[src/rtl/cp0_exc_ctrl_if.sv]
// Commit-slot and CP0 event bus between the commit stage / CP0 register file
// (master) and the exception controller (slave).
interface cp0_exc_ctrl_if;
  logic [31:0] cp0_Status_data;
  logic [1:0]  cp0_Cause_ip_sw;
  logic [5:0]  hw_int;
  logic [31:0] cp0_EPC_data;
  logic        cmt_valid;
  logic        cmt_exc;
  logic [4:0]  cmt_excode;
  logic [31:0] cmt_pc;
  logic        cmt_is_bd;
  logic [31:0] cmt_badvaddr;
  logic        cmt_eret;
  logic        cmt_accept;
  logic        exception;
  logic        eret_op;
  logic [4:0]  exc_excode;
  logic        exc_bd;
  logic [31:0] exc_epc;
  logic        badvaddr_we;
  logic [31:0] badvaddr_data;
  logic [5:0]  cause_ip_hw;
  logic        flush;
  logic        redirect_valid;
  logic [31:0] redirect_pc;

  modport master (
    output cp0_Status_data, cp0_Cause_ip_sw, hw_int, cp0_EPC_data,
           cmt_valid, cmt_exc, cmt_excode, cmt_pc, cmt_is_bd, cmt_badvaddr, cmt_eret,
    input  cmt_accept, exception, eret_op, exc_excode, exc_bd, exc_epc,
           badvaddr_we, badvaddr_data, cause_ip_hw, flush, redirect_valid, redirect_pc
  );

  modport slave (
    input  cp0_Status_data, cp0_Cause_ip_sw, hw_int, cp0_EPC_data,
           cmt_valid, cmt_exc, cmt_excode, cmt_pc, cmt_is_bd, cmt_badvaddr, cmt_eret,
    output cmt_accept, exception, eret_op, exc_excode, exc_bd, exc_epc,
           badvaddr_we, badvaddr_data, cause_ip_hw, flush, redirect_valid, redirect_pc
  );
endinterface

[src/rtl/cp0_exc_ctrl.sv]
// CP0 exception/interrupt/ERET arbiter: selects one event per commit slot,
// pulses the CP0 update strobes, then sequences flush and fetch redirect.
module cp0_exc_ctrl #(
  parameter int unsigned FLUSH_CYCLES  = 2,
  parameter logic [31:0] EXC_VECTOR    = 32'hBFC00380,
  parameter logic [31:0] EXC_VECTOR_NB = 32'h80000180
) (
  input logic           clk,
  input logic           rst,
  cp0_exc_ctrl_if.slave bus
);

  typedef enum logic [1:0] {
    ST_IDLE,
    ST_FLUSH,
    ST_REDIRECT
  } state_e;

  state_e      state_q, state_d;
  logic [3:0]  cnt_q, cnt_d;
  logic [5:0]  sync1_q, sync2_q;
  logic        exception_q, exception_d;
  logic        eret_op_q, eret_op_d;
  logic [4:0]  excode_q, excode_d;
  logic        exc_bd_q, exc_bd_d;
  logic [31:0] epc_q, epc_d;
  logic        bv_we_q, bv_we_d;
  logic [31:0] bv_data_q, bv_data_d;
  logic [31:0] target_q, target_d;

  logic [7:0]  ip;
  logic        int_pend;
  logic        accept;
  logic        take_exc;
  logic [4:0]  sel_code;
  logic        status_unused;

  assign status_unused = &{bus.cp0_Status_data[31:23], bus.cp0_Status_data[21:16],
                           bus.cp0_Status_data[7:2]};

  assign ip       = {sync2_q, bus.cp0_Cause_ip_sw};
  assign int_pend = bus.cp0_Status_data[0] & ~bus.cp0_Status_data[1]
                  & |(bus.cp0_Status_data[15:8] & ip);
  // Gated by rst so that every output reads 0 while reset is held.
  assign accept   = bus.cmt_valid & (state_q == ST_IDLE) & ~rst;
  assign take_exc = int_pend | bus.cmt_exc;
  assign sel_code = int_pend ? 5'd0 : bus.cmt_excode;

  always_comb begin
    state_d     = state_q;
    cnt_d       = cnt_q;
    exception_d = 1'b0;
    eret_op_d   = 1'b0;
    bv_we_d     = 1'b0;
    excode_d    = excode_q;
    exc_bd_d    = exc_bd_q;
    epc_d       = epc_q;
    bv_data_d   = bv_data_q;
    target_d    = target_q;
    case (state_q)
      ST_IDLE: begin
        if (accept && (take_exc || bus.cmt_eret)) begin
          state_d = ST_FLUSH;
          cnt_d   = 4'(FLUSH_CYCLES - 1);
          if (take_exc) begin
            exception_d = 1'b1;
            excode_d    = sel_code;
            exc_bd_d    = bus.cmt_is_bd;
            epc_d       = bus.cmt_is_bd ? bus.cmt_pc - 32'd4 : bus.cmt_pc;
            bv_we_d     = (sel_code == 5'd4) || (sel_code == 5'd5);
            bv_data_d   = bus.cmt_badvaddr;
            target_d    = bus.cp0_Status_data[22] ? EXC_VECTOR : EXC_VECTOR_NB;
          end else begin
            eret_op_d = 1'b1;
            target_d  = bus.cp0_EPC_data;
          end
        end
      end
      ST_FLUSH: begin
        if (cnt_q == 4'd0) begin
          state_d = ST_REDIRECT;
        end else begin
          cnt_d = cnt_q - 4'd1;
        end
      end
      ST_REDIRECT: state_d = ST_IDLE;
      default:     state_d = ST_IDLE;
    endcase
  end

  always_ff @(posedge clk or posedge rst) begin
    if (rst) begin
      state_q     <= ST_IDLE;
      cnt_q       <= '0;
      sync1_q     <= '0;
      sync2_q     <= '0;
      exception_q <= 1'b0;
      eret_op_q   <= 1'b0;
      excode_q    <= '0;
      exc_bd_q    <= 1'b0;
      epc_q       <= '0;
      bv_we_q     <= 1'b0;
      bv_data_q   <= '0;
      target_q    <= '0;
    end else begin
      state_q     <= state_d;
      cnt_q       <= cnt_d;
      sync1_q     <= bus.hw_int;
      sync2_q     <= sync1_q;
      exception_q <= exception_d;
      eret_op_q   <= eret_op_d;
      excode_q    <= excode_d;
      exc_bd_q    <= exc_bd_d;
      epc_q       <= epc_d;
      bv_we_q     <= bv_we_d;
      bv_data_q   <= bv_data_d;
      target_q    <= target_d;
    end
  end

  assign bus.cmt_accept     = accept;
  assign bus.exception      = exception_q;
  assign bus.eret_op        = eret_op_q;
  assign bus.exc_excode     = excode_q;
  assign bus.exc_bd         = exc_bd_q;
  assign bus.exc_epc        = epc_q;
  assign bus.badvaddr_we    = bv_we_q;
  assign bus.badvaddr_data  = bv_data_q;
  assign bus.cause_ip_hw    = sync2_q;
  assign bus.flush          = (state_q == ST_FLUSH);
  assign bus.redirect_valid = (state_q == ST_REDIRECT);
  assign bus.redirect_pc    = (state_q == ST_REDIRECT) ? target_q : '0;

endmodule

[src/flat_wrapper.sv]
// flat-port wrapper written by rule: the top's interface ports become plain ports
module cp0_exc_ctrl_flat 
#(
  parameter int unsigned FLUSH_CYCLES  = 2,
  parameter logic [31:0] EXC_VECTOR    = 32'hBFC00380,
  parameter logic [31:0] EXC_VECTOR_NB = 32'h80000180
)
  (clk, rst, bus_cp0_Status_data, bus_cp0_Cause_ip_sw, bus_hw_int, bus_cp0_EPC_data, bus_cmt_valid, bus_cmt_exc, bus_cmt_excode, bus_cmt_pc, bus_cmt_is_bd, bus_cmt_badvaddr, bus_cmt_eret, bus_cmt_accept, bus_exception, bus_eret_op, bus_exc_excode, bus_exc_bd, bus_exc_epc, bus_badvaddr_we, bus_badvaddr_data, bus_cause_ip_hw, bus_flush, bus_redirect_valid, bus_redirect_pc);
  cp0_exc_ctrl_if bus_i ();
  input logic clk;
  input logic rst;
  input wire logic [$bits(bus_i.cp0_Status_data)-1:0] bus_cp0_Status_data;
  input wire logic [$bits(bus_i.cp0_Cause_ip_sw)-1:0] bus_cp0_Cause_ip_sw;
  input wire logic [$bits(bus_i.hw_int)-1:0] bus_hw_int;
  input wire logic [$bits(bus_i.cp0_EPC_data)-1:0] bus_cp0_EPC_data;
  input wire logic [$bits(bus_i.cmt_valid)-1:0] bus_cmt_valid;
  input wire logic [$bits(bus_i.cmt_exc)-1:0] bus_cmt_exc;
  input wire logic [$bits(bus_i.cmt_excode)-1:0] bus_cmt_excode;
  input wire logic [$bits(bus_i.cmt_pc)-1:0] bus_cmt_pc;
  input wire logic [$bits(bus_i.cmt_is_bd)-1:0] bus_cmt_is_bd;
  input wire logic [$bits(bus_i.cmt_badvaddr)-1:0] bus_cmt_badvaddr;
  input wire logic [$bits(bus_i.cmt_eret)-1:0] bus_cmt_eret;
  output wire logic [$bits(bus_i.cmt_accept)-1:0] bus_cmt_accept;
  output wire logic [$bits(bus_i.exception)-1:0] bus_exception;
  output wire logic [$bits(bus_i.eret_op)-1:0] bus_eret_op;
  output wire logic [$bits(bus_i.exc_excode)-1:0] bus_exc_excode;
  output wire logic [$bits(bus_i.exc_bd)-1:0] bus_exc_bd;
  output wire logic [$bits(bus_i.exc_epc)-1:0] bus_exc_epc;
  output wire logic [$bits(bus_i.badvaddr_we)-1:0] bus_badvaddr_we;
  output wire logic [$bits(bus_i.badvaddr_data)-1:0] bus_badvaddr_data;
  output wire logic [$bits(bus_i.cause_ip_hw)-1:0] bus_cause_ip_hw;
  output wire logic [$bits(bus_i.flush)-1:0] bus_flush;
  output wire logic [$bits(bus_i.redirect_valid)-1:0] bus_redirect_valid;
  output wire logic [$bits(bus_i.redirect_pc)-1:0] bus_redirect_pc;
  assign bus_i.cp0_Status_data = bus_cp0_Status_data;
  assign bus_i.cp0_Cause_ip_sw = bus_cp0_Cause_ip_sw;
  assign bus_i.hw_int = bus_hw_int;
  assign bus_i.cp0_EPC_data = bus_cp0_EPC_data;
  assign bus_i.cmt_valid = bus_cmt_valid;
  assign bus_i.cmt_exc = bus_cmt_exc;
  assign bus_i.cmt_excode = bus_cmt_excode;
  assign bus_i.cmt_pc = bus_cmt_pc;
  assign bus_i.cmt_is_bd = bus_cmt_is_bd;
  assign bus_i.cmt_badvaddr = bus_cmt_badvaddr;
  assign bus_i.cmt_eret = bus_cmt_eret;
  assign bus_cmt_accept = bus_i.cmt_accept;
  assign bus_exception = bus_i.exception;
  assign bus_eret_op = bus_i.eret_op;
  assign bus_exc_excode = bus_i.exc_excode;
  assign bus_exc_bd = bus_i.exc_bd;
  assign bus_exc_epc = bus_i.exc_epc;
  assign bus_badvaddr_we = bus_i.badvaddr_we;
  assign bus_badvaddr_data = bus_i.badvaddr_data;
  assign bus_cause_ip_hw = bus_i.cause_ip_hw;
  assign bus_flush = bus_i.flush;
  assign bus_redirect_valid = bus_i.redirect_valid;
  assign bus_redirect_pc = bus_i.redirect_pc;
  cp0_exc_ctrl #(.FLUSH_CYCLES(FLUSH_CYCLES), .EXC_VECTOR(EXC_VECTOR), .EXC_VECTOR_NB(EXC_VECTOR_NB)) u_core (.clk(clk), .rst(rst), .bus(bus_i));
endmodule
[config.mk]
export PLATFORM = sky130hd
export DESIGN_NAME = cp0_exc_ctrl_flat
export DESIGN_NICKNAME = d
export VERILOG_FILES = /design/src/rtl/cp0_exc_ctrl_if.sv /design/src/rtl/cp0_exc_ctrl.sv /design/src/flat_wrapper.sv
export SDC_FILE = /design/constraint.sdc
export NUM_CORES = 1
export LEC_CHECK = 0
export ABC_CLOCK_PERIOD_IN_PS = 8100
export BUFFER_PORTS_ARGS = -buffer_cell sky130_fd_sc_hd__buf_2
export CORE_UTILIZATION = 25
export CTS_CLUSTER_SIZE = 40
export DETAILED_ROUTE_END_ITERATION = 6
export GPL_ROUTABILITY_DRIVEN = 0
export GPL_TIMING_DRIVEN = 0
export PLACE_DENSITY = 0.56
export SETUP_SLACK_MARGIN = 0.5
export SYNTH_ARGS = -nofsm -noshare
export SYNTH_HDL_FRONTEND = slang
export SYNTH_SLANG_ARGS = --single-unit
export TNS_END_PERCENT = 50
[constraint.sdc]
create_clock -name clk -period 8.1 [get_ports clk]
set_input_delay 0.405 -clock clk [delete_from_list [all_inputs] [get_ports clk]]
set_output_delay 0.405 -clock clk [all_outputs]
set_load 0.03 [all_outputs]
==> results by group, run 1 <==
Clocking
  • CTS sink cnt: 123
  • Post-CTS sizing: 0
  • Hold_buf cts: 0
  • Htree depth: 4
  • Worst skew pair latency: 0.41 ns
  • CTS tree: yes
  • Max Buffers Root-to-Sink: 2
  • Post-CTS setup buffer count: 0
  • Root buffer cell: clkbuf_16
  • Clk pin slew, worst setup/hold paths: 0.06 ns
  • Inserted Clock Buffers: 17

Layout
  • Post-Layout Inst Area: 0.00745 sq mm
  • Syn-to-layout area delta: 40.2%
  • Fill cell count: 2115
  • Final std cells w/o fill: 984
  • # diodes: 0
  • Most frequent cells in the layout: 246 x buf_2, 123 x dfrtp_1, 44 x nand2_1
  • Layout cells sized above 1: 45.9%
  • Commonest non-fill, non-tap cell in the layout: buf_2
  • Nets: 853

Detailed routing
  • DR DRC count: 0
  • Iteration-0 DRC Markers: 154
  • DR pass1 iterations: 4
  • Routed WL: 14700 um
  • Drt wl/cell: 14.9 um
  • Antenna Nets Post-Route: 0
  • Vias: 4322
  • Vias/cell: 4.39

STA
  • Tcrit/Tclk final: 31.1%
  • Tightest Pin Transition: 0.755 ns
  • Fin crit period: 2.52 ns
  • FMAX: 397 MHz
  • Rel. slew slack: 49.0%
  • Slew Limit Fails: 0
  • Unrepaired setup endpoints after global routing: no
  • Endpoints failing setup: 0
  • Final Hold Vio Count: 0
  • TNS Setup: 0 ns
  • Final Hold Slack: 0.0607 ns
  • Slack of the critical path: 5.58 ns
  • Setup Skew: 0.00887 ns

Logic synthesis
  • Main combinational cell family by area after synthesis: simple AND/OR/NAND/NOR gates
  • Largest area contributor in the netlist: dfrtp_1
  • Synth Instances: 445
  • Syn_nets: 595
  • Ranking of synthesized cells by area: dfrtp_1 58%, mux2_2 7.4%, a22o_1 4.0%
  • Compound-cell area share of the yosys netlist: 9.41%
  • Post-synth top area share: 57.9%
  • Simple-gate share of the synthesized area: 17.2%
  • EDFF count, synth: 0
  • Sequential area share after synthesis: 57.9%
  • Post-synthesis adder-cell area fraction: 0.706%
  • Post-synth top flop: dfrtp_1
  • Ys async rst share: 100%
  • Syn avg cell area: 11.9 sq um
  • Seq cells post-synth: 123
  • Count of cell types in the netlist: 49
  • Post-synthesis mux area share: 7.63%
  • Synthesized area: 0.00532 sq mm
  • Synth Area in XOR/XNOR: 4.94%
  • Synthesis Warnings: 0

Floorplanning
  • Initial Util: 25.9%
  • Std-Cell Core Area: 0.0206 sq mm
  • Die X: 148 um
  • # IOs: 261
  • Row Count: 52
  • Die area: 0.0219 sq mm
  • Die Span Y: 148 um

Worst hold path
  • Hold WC Path Type: input pin to asynchronous set/reset pin

Setup path
  • CP Max Fanout: 10
  • Worst EP arrival: 2.11 ns
  • Startpoint type of the worst setup path: flop
  • Critical path type: flop to output port
  • Worst Setup End Kind: output port
  • CP required: 7.70 ns

Outcome
  • Run status: finished clean

Job
  • Max cap viols: 0

Global routing
  • Initial antenna violation count: 0
  • Vias in the first global route: 4405
  • Tot GR Track Use: 13.9%
  • Pin count of the biggest net entering global routing: 72
  • Grt ovf: 0
  • Global-route wire length before repair: 23100 um

Place
  • Cell Area, Placed: 0.00688 sq mm
  • Port bufs: 238
  • Cells after DPL: 954
  • Final HPWL from detailed placement: 11000 um
  • Pre-CTS setup slack: 5.45 ns

Pwr
  • LEAKAGE: 3.68 nW
  • Max IR drop VDD: 0.000162 V
  • Power per cell area: 363 mW/mm^2
[kinds of logic after synthesis]
kind of cell | after synthesis
and+or+nand+nor | 153
DFF | 123
muxes | 36
adders and majority gates | 3
xor gates and xnor gates | 30
buffers and inverters | 29
AOI/OAI and AO/OA | 71
[flip-flops by register name, indices dropped and copies added (netlist names)]
register and cells:
u_core.state_q 2, u_core.bus.exc_bd 1, u_core.bus.badvaddr_data 32, u_core.bus.eret_op 1, u_core.target_q 32, u_core.bus.exc_epc 32
u_core.bus.cause_ip_hw 6, u_core.bus.badvaddr_we 1, u_core.bus.exc_excode 5, u_core.bus.exception 1, u_core.sync1_q 6, u_core.cnt_q 4
[metal layers]
layer,vias to the layer above,routed length (um),track usage (%),part of all wire (%)
met1,2055,6500,17.2,44
met3,14,932,3.95,6.3
met4,0,235,5.93,1.6
li1,2100,-,-,-
met5,-,0,0,0
met2,153,7020,22.5,48
[per-stage QoR]
stage | utilization [%] | total power, mW
5_1_grt | 36.2 | 2.87
3_3_place_gp | 33.3 | 1.97
6_report | 36.2 | 2.70
3_5_place_dp | 33.5 | 1.98
2_1_floorplan | - | 1.65
4_1_cts | 36.2 | 2.74
[critical path, stage by stage, from the launching register on]
cell	delay [ns]
dfrtp_1	0.41
nor4b_2	0.63
clkbuf_1	0.39
buf_2	0.28
[final cells by class]
| class | instances | area [sq um] | area share, % |
|---|---|---|---|
| Clock buffer | 19 | 453 | 6.08 |
| Multi-Input combinational cell | 293 | 2120 | 28.4 |
| Sequential cell | 123 | 3080 | 41.3 |
| Buffer | 22 | 92.6 | 1.24 |
| Clock inverter | 11 | 121 | 1.63 |
| Tap cell | 270 | 338 | 4.53 |
| Timing Repair Buffer | 239 | 1220 | 16.4 |
| Inverter | 7 | 31.3 | 0.420 |
[cells in the mapped netlist, types with 3 or more instances]
cell type    n
dfrtp_1    123
nand2_1     44
mux2_2      35
and2_1      33
o21ai_1     25
a22o_1      24
xnor2_1     21
nand3_1     15
clkbuf_1    11
nand4_1     10
nor3_1       9
xor2_1       9
buf_2        8
nor2_1       7
inv_1        6
nor4_1       5
or3_1        5
a22oi_1      4
buf_1        3
ha_1         3
nor2b_1      3
o21ai_0      3
o22a_1       3
or4_1        3
[power breakdown]
group,switching [mW],internal (mW),total (mW)
combinational,0.653,0.336,0.988
sequential,0.117,0.856,0.973
clock,0.277,0.464,0.742
[worst paths after layout]
check                                                         start                                       to  slack, ns  cells after the start
worst min register to register          u_core.sync1_q[1]$_DFF_PP0_      u_core.bus.cause_ip_hw[1]$_DFF_PP0_       0.35                      0
max in group asynchronous                                       rst        u_core.bus.exc_epc[3]$_DFFE_PP0P_       7.31                      3
min in group clk                                      bus_hw_int[4]              u_core.sync1_q[4]$_DFF_PP0_       0.10                      1
worst min-delay path                                            rst           u_core.target_q[8]$_DFFE_PP0P_       0.06                      2
worst max-delay path                  u_core.state_q[0]$_DFFE_PP0P_                           bus_cmt_accept       5.58                      3
worst max register to register  u_core.bus.cause_ip_hw[1]$_DFF_PP0_  u_core.bus.badvaddr_data[2]$_DFFE_PP0P_       5.68                      6
Power figures use the tool's default switching activity.
==> run 2: changes to the inputs <==
ABC_AREA = 1   (was not set)
ABC_CLOCK_PERIOD_IN_PS = 2200   (was 8100)
PLACE_DENSITY = 0.57   (was 0.56)
clock period = 2.2 ns   (was 8.1 ns; I/O delays follow)
==> run 2 against run 1 <==
  * Combinational power rose to 4.2 times the previous value
  * Design area rose by 22%
  * Power rose to 3.9 times the previous value
  * Register-to-register slack got worse by 5.1 ns
==> results by group, run 2 <==
STA
  • Fin crit period: 1.67 ns
  • Unrepaired setup endpoints after global routing: yes
  • Setup Skew: 0.00817 ns
  • FMAX: 599 MHz
  • Slack of the critical path: 0.531 ns
  • Tightest Pin Transition: 0.625 ns
  • Final Hold Vio Count: 0
  • Rel. slew slack: 58.2%
  • Tcrit/Tclk final: 75.8%
  • Endpoints failing setup: 0
  • Slew Limit Fails: 0

Setup path
  • CP most frequent cell: nand2_1
  • CP Cell Sequence: nand2_1 -> nand4_1 -> o21ai_4 -> nand2_4 -> nand2_8 -> buf_12 -> buf_8 -> nand2_1 -> o21ai_0
  • Slowest-stage cell, CP: dfrtp_1
  • CP Max Fanout: 10
  • Worst path top cell family by delay: simple AND/OR/NAND/NOR gates
  • Buf/Inv on CP: 2
  • Worst EP arrival: 1.99 ns
  • Worst Setup End Kind: flop
  • CP required: 2.52 ns
  • Max stage delay on crit path: 0.40 ns
  • Critical path type: flop to flop
  • Startpoint type of the worst setup path: flop

Floorplanning
  • Initial Util: 25.8%
  • Die X: 153 um
  • # IOs: 261
  • Std-Cell Core Area: 0.0221 sq mm
  • Row Count: 54
  • Die Span Y: 153 um
  • Die area: 0.0234 sq mm

Pwr
  • Max IR drop VDD: 0.000629 V
  • Pint: 6.21 mW
  • LEAKAGE: 4.77 nW
  • Power per cell area: 1150 mW/mm^2
  • Sw power: 4.26 mW
  • Clk pwr share: 26.5%
  • Comb power frac: 39.4%
  • Switching Share: 40.7%
  • Reg power frac: 34.1%

Layout
  • Fill cell count: 2241
  • # diodes: 0
  • Commonest non-fill, non-tap cell in the layout: nand2_1
  • Multi-input logic area: 0.00230 sq mm
  • Most frequent cells in the layout: 247 x nand2_1, 230 x buf_2, 123 x dfrtp_1
  • Syn-to-layout area delta: 59.9%
  • Nets: 1213
  • Layout cells sized above 1: 32.5%
  • Register Area: 0.00308 sq mm
  • Final std cells w/o fill: 1355

Clocking
  • Max Buffers Root-to-Sink: 2
  • CTS tree: yes
  • Htree depth: 4
  • CTS sink cnt: 123
  • Root buffer cell: clkbuf_16
  • Worst skew pair latency: 0.41 ns
  • Inserted Clock Buffers: 17
  • Clk pin slew, worst setup/hold paths: 0.06 ns

Logic synthesis
  • Largest area contributor in the netlist: dfrtp_1
  • Most numerous cell in the Yosys netlist: nand2_1
  • Syn_nets: 858
  • Post-synth top area share: 53.9%
  • Post-synth top flop: dfrtp_1
  • Count of cell types in the netlist: 30
  • Ranking of synthesized cells by area: dfrtp_1 54%, nand2_1 17%, nor2_1 6.0%
  • Synth Instances: 708
  • Synth top cells by count: 264 x nand2_1, 123 x dfrtp_1, 91 x nor2_1
  • Synthesis Warnings: 0
  • Syn avg cell area: 8.06 sq um
  • Sequential area share after synthesis: 53.9%
  • Synthesized area: 0.00571 sq mm
  • Ys async rst share: 100%
  • EDFF count, synth: 0
  • Seq cells post-synth: 123

Global routing
  • Global-route wire length before repair: 29600 um
  • Tot GR Track Use: 16.3%
  • Initial antenna violation count: 1
  • Vias in the first global route: 5812
  • Grt ovf: 0
  • Pin count of the biggest net entering global routing: 38

Detailed routing
  • Vias/cell: 4.19
  • Antenna Nets Post-Route: 0
  • Vias: 5682
  • Iteration-0 DRC Markers: 349
  • Drt wl/cell: 13.8 um
  • DR DRC count: 0
  • Routed WL: 18700 um
  • DR pass1 iterations: 4

Worst hold path
  • Hold WC Path Type: input pin to flop

Place
  • Pre-CTS setup slack: -0.201 ns
  • Final HPWL from detailed placement: 13500 um
  • Port bufs: 238
  • Cells after DPL: 1229

Job
  • Max cap viols: 0

Outcome
  • Run status: finished clean
## run 2: changes by cell type after synthesis, moves of 10 or more
cell	delta
o21ai_0	+35
xnor2_1	-19
nand3_1	+14
nor2_1	+84
inv_1	+62
mux2_2	-35
and2_1	-32
xor2_1	+10
a22o_1	-24
buf_6	+10
o21ai_1	-16
nand2_1	+220
## run 2: power by group through the flow
stage | sequential, mW | clock (mW) | combinational (mW)
after CTS | 3.54 | 2.86 | 4.03
after global placement | 3.55 | 0 | 3.78
after floorplan | 4.81 | 0 | 1.27
after global routing | 3.68 | 2.96 | 4.50
after detailed placement | 3.56 | 0 | 3.83
final | 3.57 | 2.78 | 4.13
## run 2: cells by family after synthesis
logic type / after synthesis / synth area share (%)
and+or+nand+nor: 409 / 28.8
AOI/OAI and AO/OA: 58 / 5.61
xor gates and xnor gates: 21 / 3.22
adders and majority gates: 3 / 0.658
buffers and inverters: 94 / 7.76
DFF: 123 / 53.9
## run 2: per-stage QoR
| stage | TNS (ns) | power [mW] | utilization [%] | instance area [sq um] | hold slack (ns) |
|---|---|---|---|---|---|
| 2_1_floorplan | -93.68 | 6.09 | - | 5730 | 0.141 |
| 3_3_place_gp | -276.48 | 7.33 | 32.9 | 7270 | 0.219 |
| 3_5_place_dp | -1.72 | 7.38 | 33.2 | 7330 | 0.222 |
| 4_1_cts | 0 | 10.4 | 40.2 | 8880 | 0.00982 |
| 5_1_grt | 0 | 11.1 | 41.3 | 9130 | 0.00379 |
| 6_report | 0 | 10.5 | 41.3 | 9130 | 0.0148 |
## run 2: what timing repair did
action                                  4_1_cts  5_1_grt
hold buffers                                 81        0
setup buffers                                 5        4
pin swaps                                     5        5
gates resized for setup                      34       60
endpoints found under the setup margin      141      135
cloned                                        1        4
hold endpoints to repair                    100        0
## run 2: final cells by class
cell class / instances / share of cell area (%)
plain buffers: 25 / 3.33
clock inverters: 10 / 1.29
multi-input cells: 491 / 25.2
repair buffers: 335 / 24.6
repair inverters: 1 / 0.0548
flip-flops and latches: 123 / 33.7
inverters: 69 / 2.88
well taps: 280 / 3.84
clock buffers: 21 / 5.04
## run 2: routing by layer
metal / global-route usage (%) / vias up / routed length (um)
li1: - / 2878 / -
met1: 19.3 / 2612 / 8160
met2: 28.4 / 177 / 9090
met3: 5.44 / 13 / 1280
met4: 3.61 / 2 / 133
met5: 0 / - / 13
## run 2: final timing paths
path | from | end | slack [ns] | cells after the start
min reg2reg | u_core.sync1_q[2]$_DFF_PP0_ | u_core.bus.cause_ip_hw[2]$_DFF_PP0_ | 0.35 | 0
max reg2reg | u_core.bus.cause_ip_hw[0]$_DFF_PP0_ | u_core.bus.exc_epc[6]$_DFFE_PP0P_ | 0.53 | 9
min in group asynchronous | rst | u_core.bus.badvaddr_data[0]$_DFFE_PP0P_ | 0.36 | 3
min | bus_cp0_Status_data[22] | u_core.target_q[9]$_DFFE_PP0P_ | 0.01 | 3
max | u_core.bus.cause_ip_hw[0]$_DFF_PP0_ | u_core.bus.exc_epc[6]$_DFFE_PP0P_ | 0.53 | 9
max in group asynchronous | rst | u_core.bus.badvaddr_data[21]$_DFFE_PP0P_ | 1.38 | 5
## run 2: worst register-to-register path: stages, from the launching register on
cell and delay, ns:
dfrtp_1 0.40, nand2_1 0.07, nand4_1 0.14, o21ai_4 0.31
nand2_4 0.14, nand2_8 0.12, buf_12 0.14, buf_8 0.14
nand2_1 0.06, o21ai_0 0.07
